File: config.mk
export PLATFORM = sky130hd
export DESIGN_NAME = scan_sequencer_flat
export DESIGN_NICKNAME = d
export VERILOG_FILES = /design/src/rtl/scan_sequencer_if.sv /design/src/rtl/scan_sequencer.sv /design/src/flat_wrapper.sv
export SDC_FILE = /design/constraint.sdc
export NUM_CORES = 1
export LEC_CHECK = 0
export BUFFER_PORTS_ARGS = -buffer_cell sky130_fd_sc_hd__buf_2
export CAP_MARGIN = 5
export CORE_ASPECT_RATIO = 1.1
export CORE_MARGIN = 1
export CORE_UTILIZATION = 54
export DETAILED_ROUTE_END_ITERATION = 8
export PLACE_DENSITY = 0.81
export SYNTH_ARGS = -nofsm -noshare
export SYNTH_HDL_FRONTEND = slang
export SYNTH_SLANG_ARGS = --single-unit
File: constraint.sdc
create_clock -name clk -period 3.5 [get_ports clk]
set_input_delay 0.7 -clock clk [delete_from_list [all_inputs] [get_ports clk]]
set_output_delay 0.7 -clock clk [all_outputs]
set_load 0.02 [all_outputs]
File: src/rtl/scan_sequencer_if.sv
// Scan chain pin bundle between the sequencer (master) and the first chain stage (slave).
interface scan_sequencer_if;
  logic scan_clk_out;
  logic scan_data_out;
  logic scan_select;
  logic scan_latch_en;
  logic scan_clk_in;
  logic scan_data_in;

  modport master (
    output scan_clk_out,
    output scan_data_out,
    output scan_select,
    output scan_latch_en,
    input  scan_clk_in,
    input  scan_data_in
  );

  modport slave (
    input  scan_clk_out,
    input  scan_data_out,
    input  scan_select,
    input  scan_latch_en,
    output scan_clk_in,
    output scan_data_in
  );
endinterface

File: src/rtl/scan_sequencer.sv
// Scan chain sequencer: capture all stage outputs, shift new inputs into one target stage while
// reading its outputs back, then latch. One transaction per accepted start.
module scan_sequencer #(
  parameter int unsigned NUM_DESIGNS = 249,
  parameter int unsigned NUM_IOS     = 8,
  parameter int unsigned HALF        = 1
) (
  input  logic               clk,
  input  logic               reset_n,
  input  logic               start,
  input  logic [8:0]         active_select,
  input  logic [NUM_IOS-1:0] inputs,
  output logic [NUM_IOS-1:0] outputs,
  output logic               busy,
  output logic               done,
  output logic               error,
  scan_sequencer_if.master   scan
);

  localparam int unsigned TotalBits = NUM_DESIGNS * NUM_IOS;
  localparam int unsigned StepW     = $clog2(TotalBits + 1);
  localparam int unsigned PhaseW    = (HALF > 1) ? $clog2(HALF) : 1;
  localparam int unsigned IdxW      = (NUM_IOS > 1) ? $clog2(NUM_IOS) : 1;

  localparam logic [PhaseW-1:0] PhaseLast = PhaseW'(HALF - 1);
  localparam logic [StepW-1:0]  StepLast  = StepW'(TotalBits - 1);
  localparam logic [StepW-1:0]  IosW      = StepW'(NUM_IOS);

  typedef enum logic [2:0] {StIdle, StReject, StCapture, StShift, StLatch, StDone} state_e;

  state_e              state_q, state_d;
  logic [PhaseW-1:0]   ph_q, ph_d;
  logic                clk_q, clk_d;
  logic [StepW-1:0]    step_q, step_d;
  logic [StepW-1:0]    base_q, base_d;
  logic [NUM_IOS-1:0]  tgt_q, tgt_d;
  logic [NUM_IOS-1:0]  shadow_q, shadow_d;
  logic [NUM_IOS-1:0]  outputs_q, outputs_d;
  logic                busy_q, busy_d;
  logic                done_q, done_d;
  logic                error_q, error_d;
  logic                sel_q, sel_d;
  logic                latch_q, latch_d;
  logic                data_q, data_d;

  logic                sel_valid, ph_last, step_last;
  logic [StepW-1:0]    diff_q, diff_n;
  logic                hit_q, hit_n;
  logic [IdxW-1:0]     j_q, j_n;
  logic                unused_scan_clk_in;

  assign unused_scan_clk_in = scan.scan_clk_in;

  assign sel_valid = 32'(active_select) < NUM_DESIGNS;
  assign ph_last   = (ph_q == PhaseLast);
  assign step_last = (step_q == StepLast);

  // Target bit j of stage k sits at shift step base - j, where base = T-1-NUM_IOS*k.
  assign diff_q = base_q - step_q;
  assign hit_q  = (step_q <= base_q) && (diff_q < IosW);
  assign j_q    = diff_q[IdxW-1:0];
  assign diff_n = base_q - step_d;
  assign hit_n  = (step_d <= base_q) && (diff_n < IosW);
  assign j_n    = diff_n[IdxW-1:0];

  always_comb begin
    state_d  = state_q;
    ph_d     = ph_q;
    clk_d    = clk_q;
    step_d   = step_q;
    base_d   = base_q;
    tgt_d    = tgt_q;
    shadow_d = shadow_q;
    unique case (state_q)
      StIdle: begin
        if (start) begin
          if (sel_valid) begin
            state_d = StCapture;
            base_d  = StepLast - StepW'(NUM_IOS * 32'(active_select));
            tgt_d   = inputs;
            ph_d    = '0;
            clk_d   = 1'b0;
          end else begin
            state_d = StReject;
          end
        end
      end
      StReject: state_d = StIdle;
      StCapture, StShift: begin
        if (!ph_last) begin
          ph_d = ph_q + PhaseW'(1);
        end else begin
          ph_d = '0;
          if (!clk_q) begin
            clk_d = 1'b1;
            // Chain output is stable here: it last moved on the falling scan clock.
            if (state_q == StShift && hit_q) shadow_d[j_q] = scan.scan_data_in;
          end else begin
            clk_d = 1'b0;
            if (state_q == StCapture) begin
              state_d = StShift;
              step_d  = '0;
            end else if (step_last) begin
              state_d = StLatch;
            end else begin
              step_d = step_q + StepW'(1);
            end
          end
        end
      end
      StLatch: begin
        if (!ph_last) begin
          ph_d = ph_q + PhaseW'(1);
        end else begin
          ph_d    = '0;
          state_d = StDone;
        end
      end
      StDone:  state_d = StIdle;
      default: state_d = StIdle;
    endcase
  end

  // Outputs are decoded from next state so every pin comes straight off a flop.
  always_comb begin
    busy_d    = (state_d == StCapture) || (state_d == StShift) || (state_d == StLatch);
    done_d    = (state_d == StReject) || (state_d == StDone);
    sel_d     = (state_d == StCapture);
    latch_d   = (state_d == StLatch);
    outputs_d = (state_d == StDone) ? shadow_q : outputs_q;
    error_d   = error_q;
    if (state_d == StReject) begin
      error_d = 1'b1;
    end else if (state_d == StDone) begin
      error_d = 1'b0;
    end
    data_d = 1'b0;
    if (state_d == StShift) begin
      if (clk_d) begin
        data_d = data_q;
      end else if (hit_n) begin
        data_d = tgt_q[j_n];
      end
    end
  end

  always_ff @(posedge clk or negedge reset_n) begin
    if (!reset_n) begin
      state_q   <= StIdle;
      ph_q      <= '0;
      clk_q     <= 1'b0;
      step_q    <= '0;
      base_q    <= '0;
      tgt_q     <= '0;
      shadow_q  <= '0;
      outputs_q <= '0;
      busy_q    <= 1'b0;
      done_q    <= 1'b0;
      error_q   <= 1'b0;
      sel_q     <= 1'b0;
      latch_q   <= 1'b0;
      data_q    <= 1'b0;
    end else begin
      state_q   <= state_d;
      ph_q      <= ph_d;
      clk_q     <= clk_d;
      step_q    <= step_d;
      base_q    <= base_d;
      tgt_q     <= tgt_d;
      shadow_q  <= shadow_d;
      outputs_q <= outputs_d;
      busy_q    <= busy_d;
      done_q    <= done_d;
      error_q   <= error_d;
      sel_q     <= sel_d;
      latch_q   <= latch_d;
      data_q    <= data_d;
    end
  end

  assign outputs            = outputs_q;
  assign busy               = busy_q;
  assign done               = done_q;
  assign error              = error_q;
  assign scan.scan_clk_out  = clk_q;
  assign scan.scan_data_out = data_q;
  assign scan.scan_select   = sel_q;
  assign scan.scan_latch_en = latch_q;

endmodule

File: src/flat_wrapper.sv
// flat-port wrapper written by rule: the top's interface ports become plain ports
module scan_sequencer_flat 
#(
  parameter int unsigned NUM_DESIGNS = 249,
  parameter int unsigned NUM_IOS     = 8,
  parameter int unsigned HALF        = 1
)
  (clk, reset_n, start, active_select, inputs, outputs, busy, done, error, scan_scan_clk_out, scan_scan_data_out, scan_scan_select, scan_scan_latch_en, scan_scan_clk_in, scan_scan_data_in);
  scan_sequencer_if scan_i ();
  input  logic clk;
  input  logic reset_n;
  input  logic start;
  input  logic [8:0] active_select;
  input  logic [NUM_IOS-1:0] inputs;
  output logic [NUM_IOS-1:0] outputs;
  output logic busy;
  output logic done;
  output logic error;
  output wire logic [$bits(scan_i.scan_clk_out)-1:0] scan_scan_clk_out;
  output wire logic [$bits(scan_i.scan_data_out)-1:0] scan_scan_data_out;
  output wire logic [$bits(scan_i.scan_select)-1:0] scan_scan_select;
  output wire logic [$bits(scan_i.scan_latch_en)-1:0] scan_scan_latch_en;
  input wire logic [$bits(scan_i.scan_clk_in)-1:0] scan_scan_clk_in;
  input wire logic [$bits(scan_i.scan_data_in)-1:0] scan_scan_data_in;
  assign scan_scan_clk_out = scan_i.scan_clk_out;
  assign scan_scan_data_out = scan_i.scan_data_out;
  assign scan_scan_select = scan_i.scan_select;
  assign scan_scan_latch_en = scan_i.scan_latch_en;
  assign scan_i.scan_clk_in = scan_scan_clk_in;
  assign scan_i.scan_data_in = scan_scan_data_in;
  scan_sequencer #(.NUM_DESIGNS(NUM_DESIGNS), .NUM_IOS(NUM_IOS), .HALF(HALF)) u_core (.clk(clk), .reset_n(reset_n), .start(start), .active_select(active_select), .inputs(inputs), .outputs(outputs), .busy(busy), .done(done), .error(error), .scan(scan_i));
endmodule
==> flow_summary.yaml <==
yosys:
  ys_ff_latch: 54
  synth-xor-area-share: 0.0419
  synth.yosys.seq_area_share: 0.359
  netlist_area_sq_um: 3760
  synth_compound_area_frac: 0.171
  syn_nets: 458
  syn_area_per_cell_sq_um: 9.09
  synthMuxAreaShare: 0.0818
  synthArstFlopShare: 1.00
  yosysWarnings: 0
  synthCells: 414
  synth-simple-area-share: 0.222
  ys.flop_type: "dfrtp_1"
  synthAdderAreaFrac: 0.0778
  synth_edf_count: 0
  synth_top_family_by_area: "simple AND/OR/NAND/NOR gates"
  yosysUniqueCellTypes: 64
sta:
  fmax_ghz: 0.289
  fin_crit_ns: 3.46
  worst_pin_slew_ns: 0.579
  relSlewSlack: 0.603
  finalSetupViolCount: 0
  post-route-period-util: 0.989
  rsz0062_at_grt: "true"
  setup_ws_ns: 0.0383
  clock_skew_ns: 0.00659
  hold_viol: 0
  finalMaxSlewViolations: 0
clocking:
  clock_latency_ns: 0.32
  cts_buffers: 5
  cts_tree: "yes"
  htreeDepth: 2
  cts.sinks: 54
  clk_pin_slew_ns: 0.10
  cts_hold_buf: 0
  cts_max_path_buffers: 2
  cts_root_buf: "clkbuf_8"
placed_design:
  routabilityCongestion: 0.976
  dp.cells: 548
  pre_cts_ws_ns: -0.0426
  io_buffers: 35
  dp_hpwl_mm: 6.81
power:
  p_int_mw: 0.881
  clockPowerShare: 0.402
  swShare: 0.216
  p_switching_mw: 0.242
  p_leak_nw: 2.18
  pwr-share-seq: 0.561
  ir_drop_mv: 0.190
  combPwrFrac: 0.037
  powerDensity_nw_per_um2: 251
global_routing:
  grt_pass1_vias: 3054
  grt_pass1_wl_mm: 13.9
  gr-total-overflow: 0
  grtUsageTotal: 0.250
  grt_max_degree: 33
  antenna_found_initial: 0
critical_path:
  critPathMaxFanout: 3
  critPathArrivalTime_ns: 3.73
  cp-end-kind: "flop"
  startpoint_type: "flop"
  cp.required_ns: 3.76
  critPathKind: "reg -> reg"
  reg2reg_slack_ns: 0.04
  r2r_cells: 15
  worstReg2RegStart: "u_core.step_q[5]"
  reg2reg_to: "u_core.scan.scan_data_out"
drt:
  drtPass1Iterations: 4
  vias: 3325
  avgViaCountPerCell: 5.93
  wl_met1_mm: 3.56
  top_layer_used: "met4"
  wl_met2_mm: 4.82
  drc: 0
  ant_nets: 0
  met3WireLength_um: 450
  first_iter_violations: 207
  avgRoutedWirePerCell_um: 16.0
  drt-total-wl_mm: 8.98
min_path:
  hold_class: "in -> async"
cells_and_area:
  layout.nets: 522
  antennaDiodeCount: 0
  fin_cells: 561
  drive_gt1_frac: 0.282
  final_common_cell: "nand2_1"
  final_cell_mix: "59 x nand2_1, 54 x dfrtp_1, 35 x buf_2, 32 x buf_4, 28 x inv_1"
  areaGrowthSynthToFinish_pct: 18.8
die:
  die_w_um: 81.6
  core_area_sq_um: 6670
  ios: 37
  initial_core_util: 0.564
  die_y_um: 89.6
  rows: 31
  die_area_sq_um: 7310
status:
  status: "completed"
run:
  cap_viol_max_count: 0
-- critical path, stage by stage, from the launching register on --
cell       delay (ns)
dfrtp_1          0.41
or4b_4           0.58
nor3_4           0.20
nand2_2          0.10
nand2_2          0.09
nand2_2          0.07
o31ai_4          0.06
ha_2             0.24
inv_4            0.05
o41ai_4          0.32
o211ai_1         0.20
a41oi_2          0.31
xor2_2           0.19
o2111ai_2        0.15
o41ai_2          0.23
o311a_1          0.21
-- metal layers --
metal	GRT usage	up-vias
li1	-	1608
met1	0.293	1599
met2	0.458	105
met3	0.0323	13
met4	0.107	0
met5	0	-
-- power by group through the flow --
stage          clock network [mW]  registers [mW]  logic, mW
3_3_place_gp                    0           0.642     0.0415
4_1_cts                     0.459           0.630     0.0434
3_5_place_dp                    0           0.643     0.0433
6_report                    0.451           0.630     0.0420
2_1_floorplan                   0           0.642     0.0128
5_1_grt                     0.481           0.631     0.0480
-- layout make-up --
| class | instances | area (sq um) |
|---|---|---|
| tap | 82 | 103 |
| clock inverter | 2 | 38.8 |
| fill | 537 | 2200 |
| clock buffer | 6 | 82.6 |
| timing repair buffer | 68 | 427 |
| sequential | 54 | 1350 |
| inverter | 29 | 111 |
| multi-input combinational | 320 | 2360 |
-- registers in the layout (all words and copies together), names as in the netlist, named ones only --
register / flops
u_core.state_q: 3
u_core.scan.scan_select: 1
u_core.scan.scan_clk_out: 1
u_core.done: 1
u_core.step_q: 10
u_core.scan.scan_data_out: 1
u_core.outputs: 8
u_core.scan.scan_latch_en: 1
u_core.tgt_q: 8
u_core.shadow_q: 8
u_core.busy: 1
u_core.error: 1
u_core.base_q: 9
-- logic make-up after synthesis --
group	after synthesis
AO/OA/AOI/OAI	90
XOR/XNOR	18
adder cells (fa/ha/maj)	23
buffers and inverters	40
flip-flops	54
multiplexers	26
AND/OR/NAND/NOR	163
-- what timing repair did --
item                       CTS  global route
pin swaps                    7            13
gates resized for setup      5            23
buffers inserted             2             3
setup endpoints to repair    1             1
-- cell usage after synthesis (3+ instances only) --
master,n,area [sq um]
nand2_1,63,236
dfrtp_1,54,1350
inv_1,29,109
nor2_1,28,105
o21ai_0,27,135
ha_1,21,263
a21oi_1,18,90.1
mux2_2,18,203
nand4_1,11,68.8
xnor2_1,11,96.3
nand3_1,8,40.0
nor3_1,8,40.0
a21o_1,7,52.6
xor2_1,7,61.3
mux2i_1,6,60.1
nand2b_1,6,37.5
or3_1,6,37.5
o21a_1,5,37.5
and3_1,4,25.0
clkbuf_1,4,15.0
nor4_1,4,25.0
nor4b_1,4,35.0
o31a_1,4,35.0
and2_1,3,18.8
buf_1,3,11.3
buf_6,3,33.8
nor2b_1,3,18.8
-- worst max-delay path by stage --
stage                          start                         to  slack [ns]  cells past startpoint
floorplan           u_core.step_q[3]  u_core.scan.scan_data_out         0.1                     15
global placement    u_core.step_q[3]  u_core.scan.scan_data_out       0.009                     15
detailed placement  u_core.step_q[3]  u_core.scan.scan_data_out       -0.04                     15
CTS                 u_core.step_q[4]  u_core.scan.scan_data_out       0.002                     16
global route        u_core.step_q[5]  u_core.scan.scan_data_out       -0.12                     15
finish              u_core.step_q[5]  u_core.scan.scan_data_out        0.04                     15
-- per-stage QoR --
step	instance area [sq um]	setup TNS, ns	hold WS, ns	power (mW)	utilization
after floorplan	3760	0	0.404	0.655	-
after global placement	4190	0	0.455	0.684	0.627
after detailed placement	4190	-0.0426	0.469	0.686	0.627
after CTS	4360	0	0.367	1.13	0.653
after global routing	4470	-0.120	0.395	1.16	0.671
final	4470	0	0.352	1.12	0.671
Note: power is estimated with default switching activity, not from simulation.
